==> config.mk <==
export PLATFORM = sky130hd
export DESIGN_NAME = mem_port_ctrl
export DESIGN_NICKNAME = d
export VERILOG_FILES = /design/src/rtl/mem_port_ctrl.sv
export SDC_FILE = /design/constraint.sdc
export NUM_CORES = 1
export LEC_CHECK = 0
export BUFFER_PORTS_ARGS = -buffer_cell sky130_fd_sc_hd__buf_2
export CAP_MARGIN = 20
export CORE_ASPECT_RATIO = 1.1
export CORE_UTILIZATION = 49
export DETAILED_ROUTE_END_ITERATION = 12
export HOLD_SLACK_MARGIN = 0.12
export PLACE_DENSITY = 0.81
export SLEW_MARGIN = 20
export SYNTH_ARGS = -nofsm -noshare
export SYNTH_HDL_FRONTEND = slang
export SYNTH_SLANG_ARGS = --single-unit
==> constraint.sdc <==
create_clock -name clk -period 2.1 [get_ports clk]
set_input_delay 0.525 -clock clk [delete_from_list [all_inputs] [get_ports clk]]
set_output_delay 0.525 -clock clk [all_outputs]
set_load 0.03 [all_outputs]
==> src/rtl/mem_port_ctrl.sv <==
// Port B sequencer/arbiter: one FSM transaction per request, RMW for partial stores.
// Latency to done: 2 (full/MMIO/loader write), RD_LAT+1 (load), RD_LAT+2 (partial store).
// Backpressure: requester holds req until its done pulse; the loser of arbitration simply waits.
module mem_port_ctrl #(
    parameter int          RD_LAT = 2,
    parameter logic [15:0] IO_HI  = 16'hffff
) (
    input  logic        clk,
    input  logic        rst,
    input  logic        cpu_req,
    input  logic        cpu_we,
    input  logic [3:0]  cpu_be,
    input  logic [31:0] cpu_addr,
    input  logic [31:0] cpu_wdata,
    output logic [31:0] cpu_rdata,
    output logic        cpu_done,
    input  logic        ldr_req,
    input  logic [31:0] ldr_addr,
    input  logic [31:0] ldr_wdata,
    output logic        ldr_done,
    output logic [31:0] mem_addr,
    output logic [31:0] mem_wdata,
    output logic        mem_we,
    input  logic [31:0] mem_rdata,
    output logic        busy
);
    typedef enum logic [1:0] {IDLE, RD_WAIT, WRITE, DONE} state_t;

    state_t      state;
    logic [1:0]  cnt;
    logic        own_ldr;
    logic        last_ldr;
    logic        txn_we;
    logic [3:0]  txn_be;
    logic [31:0] txn_wdata;

    logic        grant_ldr;
    logic        cpu_mmio;
    logic        go_write;
    logic [31:0] req_addr;
    logic [31:0] merged;
    logic        unused_ldr_lsb;

    assign unused_ldr_lsb = ^ldr_addr[1:0];

    always_comb begin
        // On a tie the loader wins unless it was the last one served.
        grant_ldr = ldr_req && (!cpu_req || !last_ldr);
        cpu_mmio  = (cpu_addr[31:16] == IO_HI);
        go_write  = grant_ldr || (cpu_we && (cpu_be == 4'hF || cpu_mmio));
        if (grant_ldr)
            req_addr = {ldr_addr[31:2], 2'b00};
        else if (cpu_mmio)
            req_addr = cpu_addr;
        else
            req_addr = {cpu_addr[31:2], 2'b00};
        merged = mem_rdata;
        for (int i = 0; i < 4; i++) begin
            if (txn_be[i])
                merged[8*i +: 8] = txn_wdata[8*i +: 8];
        end
    end

    always_ff @(posedge clk) begin
        if (rst) begin
            state     <= IDLE;
            cnt       <= 2'd0;
            own_ldr   <= 1'b0;
            last_ldr  <= 1'b0;
            txn_we    <= 1'b0;
            txn_be    <= 4'h0;
            txn_wdata <= 32'h0;
            cpu_rdata <= 32'h0;
            cpu_done  <= 1'b0;
            ldr_done  <= 1'b0;
            mem_addr  <= 32'h0;
            mem_wdata <= 32'h0;
            mem_we    <= 1'b0;
            busy      <= 1'b0;
        end else begin
            mem_we   <= 1'b0;
            cpu_done <= 1'b0;
            ldr_done <= 1'b0;
            case (state)
                IDLE: begin
                    if (ldr_req || cpu_req) begin
                        own_ldr   <= grant_ldr;
                        txn_we    <= grant_ldr || cpu_we;
                        txn_be    <= grant_ldr ? 4'hF : cpu_be;
                        txn_wdata <= grant_ldr ? ldr_wdata : cpu_wdata;
                        mem_addr  <= req_addr;
                        busy      <= 1'b1;
                        if (go_write) begin
                            state     <= WRITE;
                            mem_we    <= 1'b1;
                            mem_wdata <= grant_ldr ? ldr_wdata : cpu_wdata;
                        end else begin
                            state <= RD_WAIT;
                            cnt   <= 2'(RD_LAT - 1);
                        end
                    end
                end
                RD_WAIT: begin
                    if (cnt == 2'd0) begin
                        if (!txn_we) begin
                            cpu_rdata <= mem_rdata;
                            cpu_done  <= 1'b1;
                            state     <= DONE;
                        end else begin
                            mem_we    <= 1'b1;
                            mem_wdata <= merged;
                            state     <= WRITE;
                        end
                    end else begin
                        cnt <= cnt - 2'd1;
                    end
                end
                WRITE: begin
                    cpu_done <= !own_ldr;
                    ldr_done <= own_ldr;
                    state    <= DONE;
                end
                DONE: begin
                    last_ldr <= own_ldr;
                    busy     <= 1'b0;
                    state    <= IDLE;
                end
                default: state <= IDLE;
            endcase
        end
    end
endmodule
* After elaboration in Yosys (flattened, before gate mapping)
Index checks and enable logic that the tools add are counted. Widths: inputs -> output; s select.
Word-level totals: register bits 143, output and inout port bits 100
Operators by class: eq/ne operators 11, bitwise logic cells 2, reduce and logical (&&, ||, !) cells 21, add/subtract/negate cells 1, muxes and demuxes 32
Operator list (count):
- $mux 32 | 6
- $pmux 32 s2 | 1
- $mux 8 | 4
- $eq 16x16->1 const B | 1
- $mux 2 | 7
- $ne 2x2->1 const B | 6
- $mux 1 | 8
- $pmux 2 s4 | 1
- $pmux 1 s2 | 3
- $reduce_and 2->1 | 3
- $logic_or 1x1->1 | 5
- $reduce_and 5->1 | 1
- $eq 2x2->1 const B | 2
- $eq 4x4->1 const B | 1
- $logic_not 2->1 | 2
- $mux 4 | 1
- $pmux 2 s2 | 1
- $reduce_and 4->1 | 1
- $reduce_bool 2->1 | 2
- $logic_not 1->1 | 3
- $reduce_and 3->1 | 1
- $eq 2x1->1 const B | 1
- $logic_and 1x1->1 | 2
- $not 1->1 | 2
- other kinds (2) | 2

* Longest topological paths before layout
Gate-level depths: netlist (run 1).
word-level depth 7, depth in mapped cells 9, depth with buffers taken out 7

* Worst setup path after synthesis (run 1)
No wires, ideal clock.
path type register -> register, from register state[1], to register mem_wdata[0], arrival time 1.823 ns, setup slack 0.145 ns, library setup time 0.132 ns, path buffers 2, stages on the path, launching flop included 10, period minus slack after synthesis 1.955 ns, cell sequence dfxtp_1 > inv_1 > ha_1 > buf_2 > nor2b_4 > a2111oi_4 > o31ai_1 > buf_2 > o21ai_1 > a21oi_1
On the way: word-level cells in the longest chain between the ends 3, elaborated cells between the ends (all ways) 9, classes of those cells eq/ne: 5; mux: 1; reduce/logical: 3
Ends and longest elaborated chain:
- from (decl) | line 29 | state_t state;
- from (signal assigned) | line 66 | state <= IDLE;
- from (signal assigned) | line 94 | state <= WRITE;
- from (signal assigned) | line 98 | state <= RD_WAIT;
- $eq 2x1->1 or $logic_not 2->1 (tied branches) | line 84 | case (state)
- $ne 2x2->1 (no source line) or $reduce_bool 2->1 (tied branches)
- $reduce_and 5->1 (no source line)
- to (signal assigned) | line 96 | mem_wdata <= grant_ldr ? ldr_wdata : cpu_wdata;
- to (signal assigned) | line 111 | mem_wdata <= merged;
- to (decl) | line 22 | output logic [31:0] mem_wdata,
Several ways; a longest one is shown, not always the timed one. A chain may end at the register's enable or synchronous reset.

* Worst setup path after layout (run 1)
from register state[1], to register mem_wdata[27]
The elaborated chain is that of the path after synthesis.

==> results of run 1 <==
## layer usage
metal,vias up,wire [µm]
met5,-,0
met4,0,478
met3,40,1340
met2,260,9500
met1,2848,7720
li1,3180,-
## path summary, 6_finish.rpt
kind	start	end	slack (ns)	depth (start not counted)
setup / recovery	state[1]$_SDFFE_PP0P_	mem_wdata[27]$_SDFFE_PP0P_	0.18	9
hold / removal	cpu_addr[1]	mem_addr[1]$_SDFFE_PP0P_	0.35	3
setup reg to reg	state[1]$_SDFFE_PP0P_	mem_wdata[27]$_SDFFE_PP0P_	0.18	9
hold reg to reg	cpu_rdata[12]$_SDFFE_PP0P_	cpu_rdata[12]$_SDFFE_PP0P_	0.45	2
## worst register-to-register path: stages (launching register included)
cell and delay [ns]:
dfxtp_1 0.33, inv_1 0.13, ha_2 0.27, nor2_1 0.09, a2111oi_4 0.31, buf_4 0.19, o31ai_4 0.09, buf_4 0.20
o21ai_1 0.14, a21oi_1 0.08
## cell usage in the layout, fill, tap and decap left out, types with 2 or more instances in the layout
| master | count |
|---|---|
| clkbuf_8 | 2 |
| nand4_1 | 5 |
| a22oi_1 | 2 |
| buf_12 | 9 |
| ha_2 | 2 |
| o21ai_1 | 31 |
| ha_1 | 3 |
| nor2_1 | 72 |
| a211oi_1 | 63 |
| o21ai_0 | 2 |
| o211ai_1 | 32 |
| inv_1 | 5 |
| buf_2 | 265 |
| a21oi_1 | 71 |
| a31oi_1 | 4 |
| nor3_1 | 7 |
| buf_4 | 29 |
| nand2_1 | 76 |
| clkbuf_1 | 4 |
| clkinv_2 | 5 |
| dfxtp_1 | 143 |
| mux2i_1 | 127 |
| clkbuf_16 | 17 |
## through the flow
stage / area [µm²] / power [µW] / hold WS [ns] / worst slack, ns
after global routing: 8850 / 14400 / 0.349 / 0.0412
after floorplan: 6660 / 8780 / 0.436 / 0.145
final: 8850 / 13600 / 0.346 / 0.182
after CTS: 8830 / 13600 / 0.332 / 0.0868
after detailed placement: 8300 / 10800 / 0.443 / -0.0358
after global placement: 8300 / 10700 / 0.439 / -0.0213
## final cells by class
type,count,area share
tap,161,0.0228
timing repair buffer,304,0.196
antenna,1,0.000283
clock inverter,7,0.00721
inverter,6,0.00255
sequential,143,0.324
multi-input combinational,520,0.395
clock buffer,23,0.0529
## logic make-up (layout without fill, tap and decap cells)
group | after synthesis | in the layout
simple gates | 171 | 171
buf+inv | 74 | 340
mux | 127 | 127
flops | 143 | 143
fa+ha+maj | 5 | 5
other cells | 0 | 1
compound gates | 217 | 217
## power by group through the flow
stage                     logic (µW)  clock network [µW]  registers, µW
after floorplan                 3490                   0           5290
after global placement          6440                   0           4220
after detailed placement        6540                   0           4260
after CTS                       6560                2800           4220
after global routing            7160                2930           4320
final                           6600                2750           4230
## timing repair
action | in CTS | in global routing
gates resized for setup | 0 | 3
endpoints found under the setup margin | 0 | 41
buffers inserted | 0 | 1
## sequential cells by signal, indices dropped and copies added (netlist names), 2 cells and up
name / count
cpu_rdata: 32
txn_wdata: 32
cnt: 2
state: 2
mem_addr: 32
txn_be: 4
mem_wdata: 32
==> flow_summary_export.csv, run 1 <==
group,metric,value,unit
flow_run,cap_violations,0,
floorplanning,core_area,0.0132,mm²
hold_path,worst_hold_path_type,"primary input to flip-flop",
routing,vias,6328,
pwr,swShare,0.435,
floorplanning,start_util,0.504,
yosys,ys_async_sr_fraction,0,
clock_network,root_buffer,"clkbuf_16",
yosys,yosysTopAreaCellShare,0.430,
routing,wire_per_inst,16.3,µm
grt,antenna_found_initial,1,
yosys,synthTopCellsByArea,"dfxtp_1, mux2i_1, a211oi_1",
grt,grt_usage,0.274,
finish,final_nets,1166,
pwr,pwr-share-seq,0.311,
yosys,yosys.area_share.adder,0.00939,
routing,drc,0,
placed_design,gp_congestion,0.862,
routing,drtAntennaViolNets,0,
setup_path,start_kind,"flip-flop",
floorplanning,rows,44,
setup_path,crit_required,2.40,ns
finish,postLayoutCoreUtil,0.670,
timing,setup_viol,0,
timing,relSlewSlack,0.556,
grt,met3_usage,0.0686,
grt,grt_pass1_wl,30.0,mm
grt,grt_max_degree,83,
clock_network,clk_latency,0.42,ns
finish,multiInputGateArea,0.00349,mm²
yosys,yosys.area.top_type,"dfxtp_1",
grt,grt_pass1_vias,6015,
floorplanning,die_y,124,µm
yosys,synth_edf_count,0,
yosys,yosysSeqAreaShare,0.430,
setup_path,path_delay_family,"compound AO/OA/AOI/OAI gates",
timing,finalMaxSlewViolations,0,
clock_network,ctsHoldBuffers,0,
yosys,syn_nets,911,
yosys,synth_top_family_by_area,"compound AO/OA/AOI/OAI gates",
routing,drtPass1Iterations,5,
yosys,syn_area,0.00666,mm²
floorplanning,die_x,113,µm
placed_design,dp.cells,1133,
yosys,synth_mux_area_frac,0.191,
timing,min_period_over_period,0.913,
yosys,syn_inst,737,
timing,rsz0062_at_grt,"false",
placed_design,hpwl,14.0,mm
pwr,p_int,7670,µW
floorplanning,io_pins,269,
finish,fill_cells,1092,
yosys,synth.most_common_cell,"dfxtp_1",
setup_path,path_cells,"inv_1 -> ha_2 -> nor2_1 -> a2111oi_4 -> buf_4 -> o31ai_4 -> buf_4 -> o21ai_1 -> a21oi_1",
pwr,power_leakage,0.00400,µW
yosys,synth-compound-area-share,0.213,
setup_path,max_stage_delay,0.33,ns
yosys,ys_top_cells_by_count,"dfxtp_1, mux2i_1, nand2_1, nor2_1, a21oi_1",
grt,overflow,0,
grt,use_met2,0.483,
clock_network,cts_tree,"yes",
status,status,"completed",
timing,period_needed,1.92,ns
timing,worst_slew_pin_slew,0.665,ns
setup_path,end_kind,"flip-flop",
timing,finalSetupTns,0,ns
yosys,ys_warn_count,0,
yosys,synthXorXnorAreaFrac,0,
pwr,clkPwrFrac,0.203,
pwr,vdd_ir_drop_max,0.917,mV
grt,grt_use_met1,0.309,
finish,finalNonFillerCells,1165,
pwr,p_sw,5910,µW
timing,max_freq,521,MHz
yosys,synth-simple-area-share,0.106,
setup_path,worstSetupPathType,"flip-flop to flip-flop",
clock_network,path_clk_slew,0.06,ns
finish,area_growth,32.8,%
clock_network,numCtsBuffers,17,
setup_path,slowest_stage,"dfxtp_1",
grt,grt_busiest_layer,"met2",
routing,routed_wl,19.0,mm
placed_design,portBuffers,266,
setup_path,worst-path-buf-inv,3,
setup_path,cp.arrival,2.22,ns
timing,finClkSkew,0.00679,ns
finish,regArea,0.00286,mm²
timing,hold_violations,0,
floorplanning,die_area,0.0141,mm²
yosys,synth.distinct_cells,43,
finish,drive_gt1_frac,0.345,
routing,drtIter0Drc,429,
yosys,syn_area_per_cell,9.04,µm²
setup_path,crit_top_cell,"buf_4",
pwr,combPwrFrac,0.486,
pwr,p_per_area,1530,mW/mm²
setup_path,worst-path-max-fanout,13,
clock_network,cts_num_sinks,143,
routing,vias_per_cell,5.43,
clock_network,cts_buffer_depth,2,
yosys,synthFlopType,"dfxtp_1",
clock_network,cts_htree_levels,4,
yosys,synth_seq_cells,143,
Power figures use the tool's default switching activity.
==> inputs of run 2 (changes only) <==
--- a/config.mk
+++ b/config.mk
@@ -9,9 +9,10 @@
 export CAP_MARGIN = 20
 export CORE_ASPECT_RATIO = 1.1
 export CORE_UTILIZATION = 49
+export CTS_CLUSTER_DIAMETER = 50
 export DETAILED_ROUTE_END_ITERATION = 12
 export HOLD_SLACK_MARGIN = 0.12
-export PLACE_DENSITY = 0.81
+export PLACE_DENSITY = 0.77
 export SLEW_MARGIN = 20
 export SYNTH_ARGS = -nofsm -noshare
 export SYNTH_HDL_FRONTEND = slang
==> constraint.sdc (replaced) <==
create_clock -name clk -period 2.1 [get_ports clk]
set_input_delay 0.525 -clock clk [delete_from_list [all_inputs] [get_ports clk]]
set_output_delay 0.525 -clock clk [all_outputs]
set_load 0.005 [all_outputs]
==> flow_summary_export.csv, run 2 (synthesis gave the netlist of run 1 again) <==
group,metric,value,unit
status,status,"completed",
placed_design,hpwl,13.4,mm
setup_path,path_delay_family,"compound AO/OA/AOI/OAI gates",
pwr,p_sw,4740,µW
pwr,vdd_ir_drop_max,0.770,mV
placed_design,dp.cells,1126,
timing,relSlewSlack,0.578,
setup_path,slowest_stage,"dfxtp_1",
setup_path,path_cells,"inv_1 -> ha_2 -> nor2_1 -> a2111oi_4 -> buf_4 -> o31ai_4 -> buf_12 -> o21ai_0 -> a21oi_1",
pwr,clkPwrFrac,0.235,
finish,drive_gt1_frac,0.341,
routing,vias,6307,
finish,final_common_cell,"buf_2",
setup_path,crit_required,2.41,ns
grt,grt_pass1_vias,5859,
routing,vias_per_cell,5.44,
floorplanning,core_area,0.0132,mm²
timing,finalMaxSlewViolations,0,
placed_design,portBuffers,266,
pwr,power_leakage,0.00401,µW
finish,fill_cells,1117,
floorplanning,rows,44,
placed_design,gp_congestion,0.816,
clock_network,cts_num_sinks,143,
timing,min_period_over_period,0.931,
finish,final_cell_mix,"buf_2, dfxtp_1, mux2i_1",
setup_path,worstSetupPathType,"flip-flop to flip-flop",
finish,area_growth,33.5,%
setup_path,max_stage_delay,0.32,ns
finish,regArea,0.00286,mm²
routing,routed_wl,18.6,mm
floorplanning,io_pins,269,
finish,postLayoutCoreUtil,0.673,
timing,layout_setup_ws,0.145,ns
timing,max_freq,511,MHz
clock_network,clk_latency,0.43,ns
setup_path,cp.arrival,2.27,ns
timing,finClkSkew,0.00382,ns
pwr,combPwrFrac,0.433,
timing,rsz0062_at_grt,"false",
grt,overflow,0,
setup_path,rrSetupSlack,0.14,ns
clock_network,cts_buffer_depth,2,
routing,wire_per_inst,16.0,µm
routing,drc,0,
placed_design,dp_slack,-0.0680,ns
hold_path,worst_hold_path_type,"primary input to flip-flop",
clock_network,numCtsBuffers,17,
finish,finalNonFillerCells,1160,
timing,period_needed,1.96,ns
routing,drtPass1Iterations,4,
routing,drtAntennaViolNets,0,
finish,antenna_cells,0,
floorplanning,start_util,0.504,
timing,finalSetupTns,0,ns
pwr,swShare,0.375,
floorplanning,die_area,0.0141,mm²
pwr,pwr-share-seq,0.332,
clock_network,cts_tree,"yes",
setup_path,start_kind,"flip-flop",
setup_path,worst-path-max-fanout,32,
clock_network,cts_htree_levels,4,
floorplanning,die_y,124,µm
finish,final_nets,1160,
grt,grt_pass1_wl,29.1,mm
clock_network,path_clk_slew,0.06,ns
flow_run,cap_violations,0,
grt,grt_usage,0.266,
clock_network,root_buffer,"clkbuf_16",
grt,grt_max_degree,51,
setup_path,end_kind,"flip-flop",
routing,drtIter0Drc,370,
timing,hold_violations,0,
floorplanning,die_x,113,µm
timing,setup_viol,0,
pwr,p_per_area,1420,mW/mm²
grt,antenna_found_initial,0,
setup_path,worst-path-buf-inv,3,
finish,multiInputGateArea,0.00349,mm²
pwr,p_int,7890,µW
timing,worst_slew_pin_slew,0.632,ns
==> run 2: repair_timing <==
item	in CTS	in global routing
gates resized for setup	0	4
setup endpoints to repair	0	77
buffers inserted	0	2
hold buffers	0	0
==> run 2: cell type report <==
class,instances,area share
Clock buffer,26,0.0562
Clock inverter,6,0.00901
Inverter,6,0.00253
Multi-Input combinational cell,520,0.393
Sequential cell,143,0.322
Tap cell,161,0.0227
Timing Repair Buffer,298,0.195
==> run 2: stage by stage <==
step | power, µW | cell area, µm² | hold slack (ns)
3_5_place_dp | 9610 | 8280 | 0.444
2_1_floorplan | 7640 | 6660 | 0.436
4_1_cts | 12600 | 8860 | 0.336
6_report | 12600 | 8890 | 0.339
5_1_grt | 13500 | 8890 | 0.345
3_3_place_gp | 9500 | 8280 | 0.439
==> run 2: routing by layer <==
layer  track usage  vias to the layer above  routed length [µm]
li1              -                     3164                   -
met1         0.304                     2877                7530
met2         0.468                      238                9450
met3        0.0662                       28                1260
met4         0.109                        0                 369
met5             0                        -                   0
==> run 2: worst reg2reg max path: stages, from the launching register on <==
cell and delay, ns:
dfxtp_1 0.32, inv_1 0.11, ha_2 0.30, nor2_1 0.10, a2111oi_4 0.31, buf_4 0.19
o31ai_4 0.08, buf_12 0.18, o21ai_0 0.16, a21oi_1 0.09
==> run 2: path summary, 6_finish.rpt <==
kind,from,depth (start not counted),end
setup / recovery,state[1]$_SDFFE_PP0P_,9,mem_wdata[17]$_SDFFE_PP0P_
hold / removal,cpu_addr[1],3,mem_addr[1]$_SDFFE_PP0P_
setup reg to reg,state[1]$_SDFFE_PP0P_,9,mem_wdata[17]$_SDFFE_PP0P_
hold reg to reg,cpu_rdata[10]$_SDFFE_PP0P_,2,cpu_rdata[10]$_SDFFE_PP0P_
==> run 2: power groups by stage <==
stage / clock, µW / sequential (µW) / combinational (µW)
after floorplan: 0 / 4140 / 3490
after global placement: 0 / 4220 / 5280
after detailed placement: 0 / 4250 / 5360
after CTS: 3000 / 4200 / 5390
after global routing: 3110 / 4300 / 6060
final: 2960 / 4200 / 5470
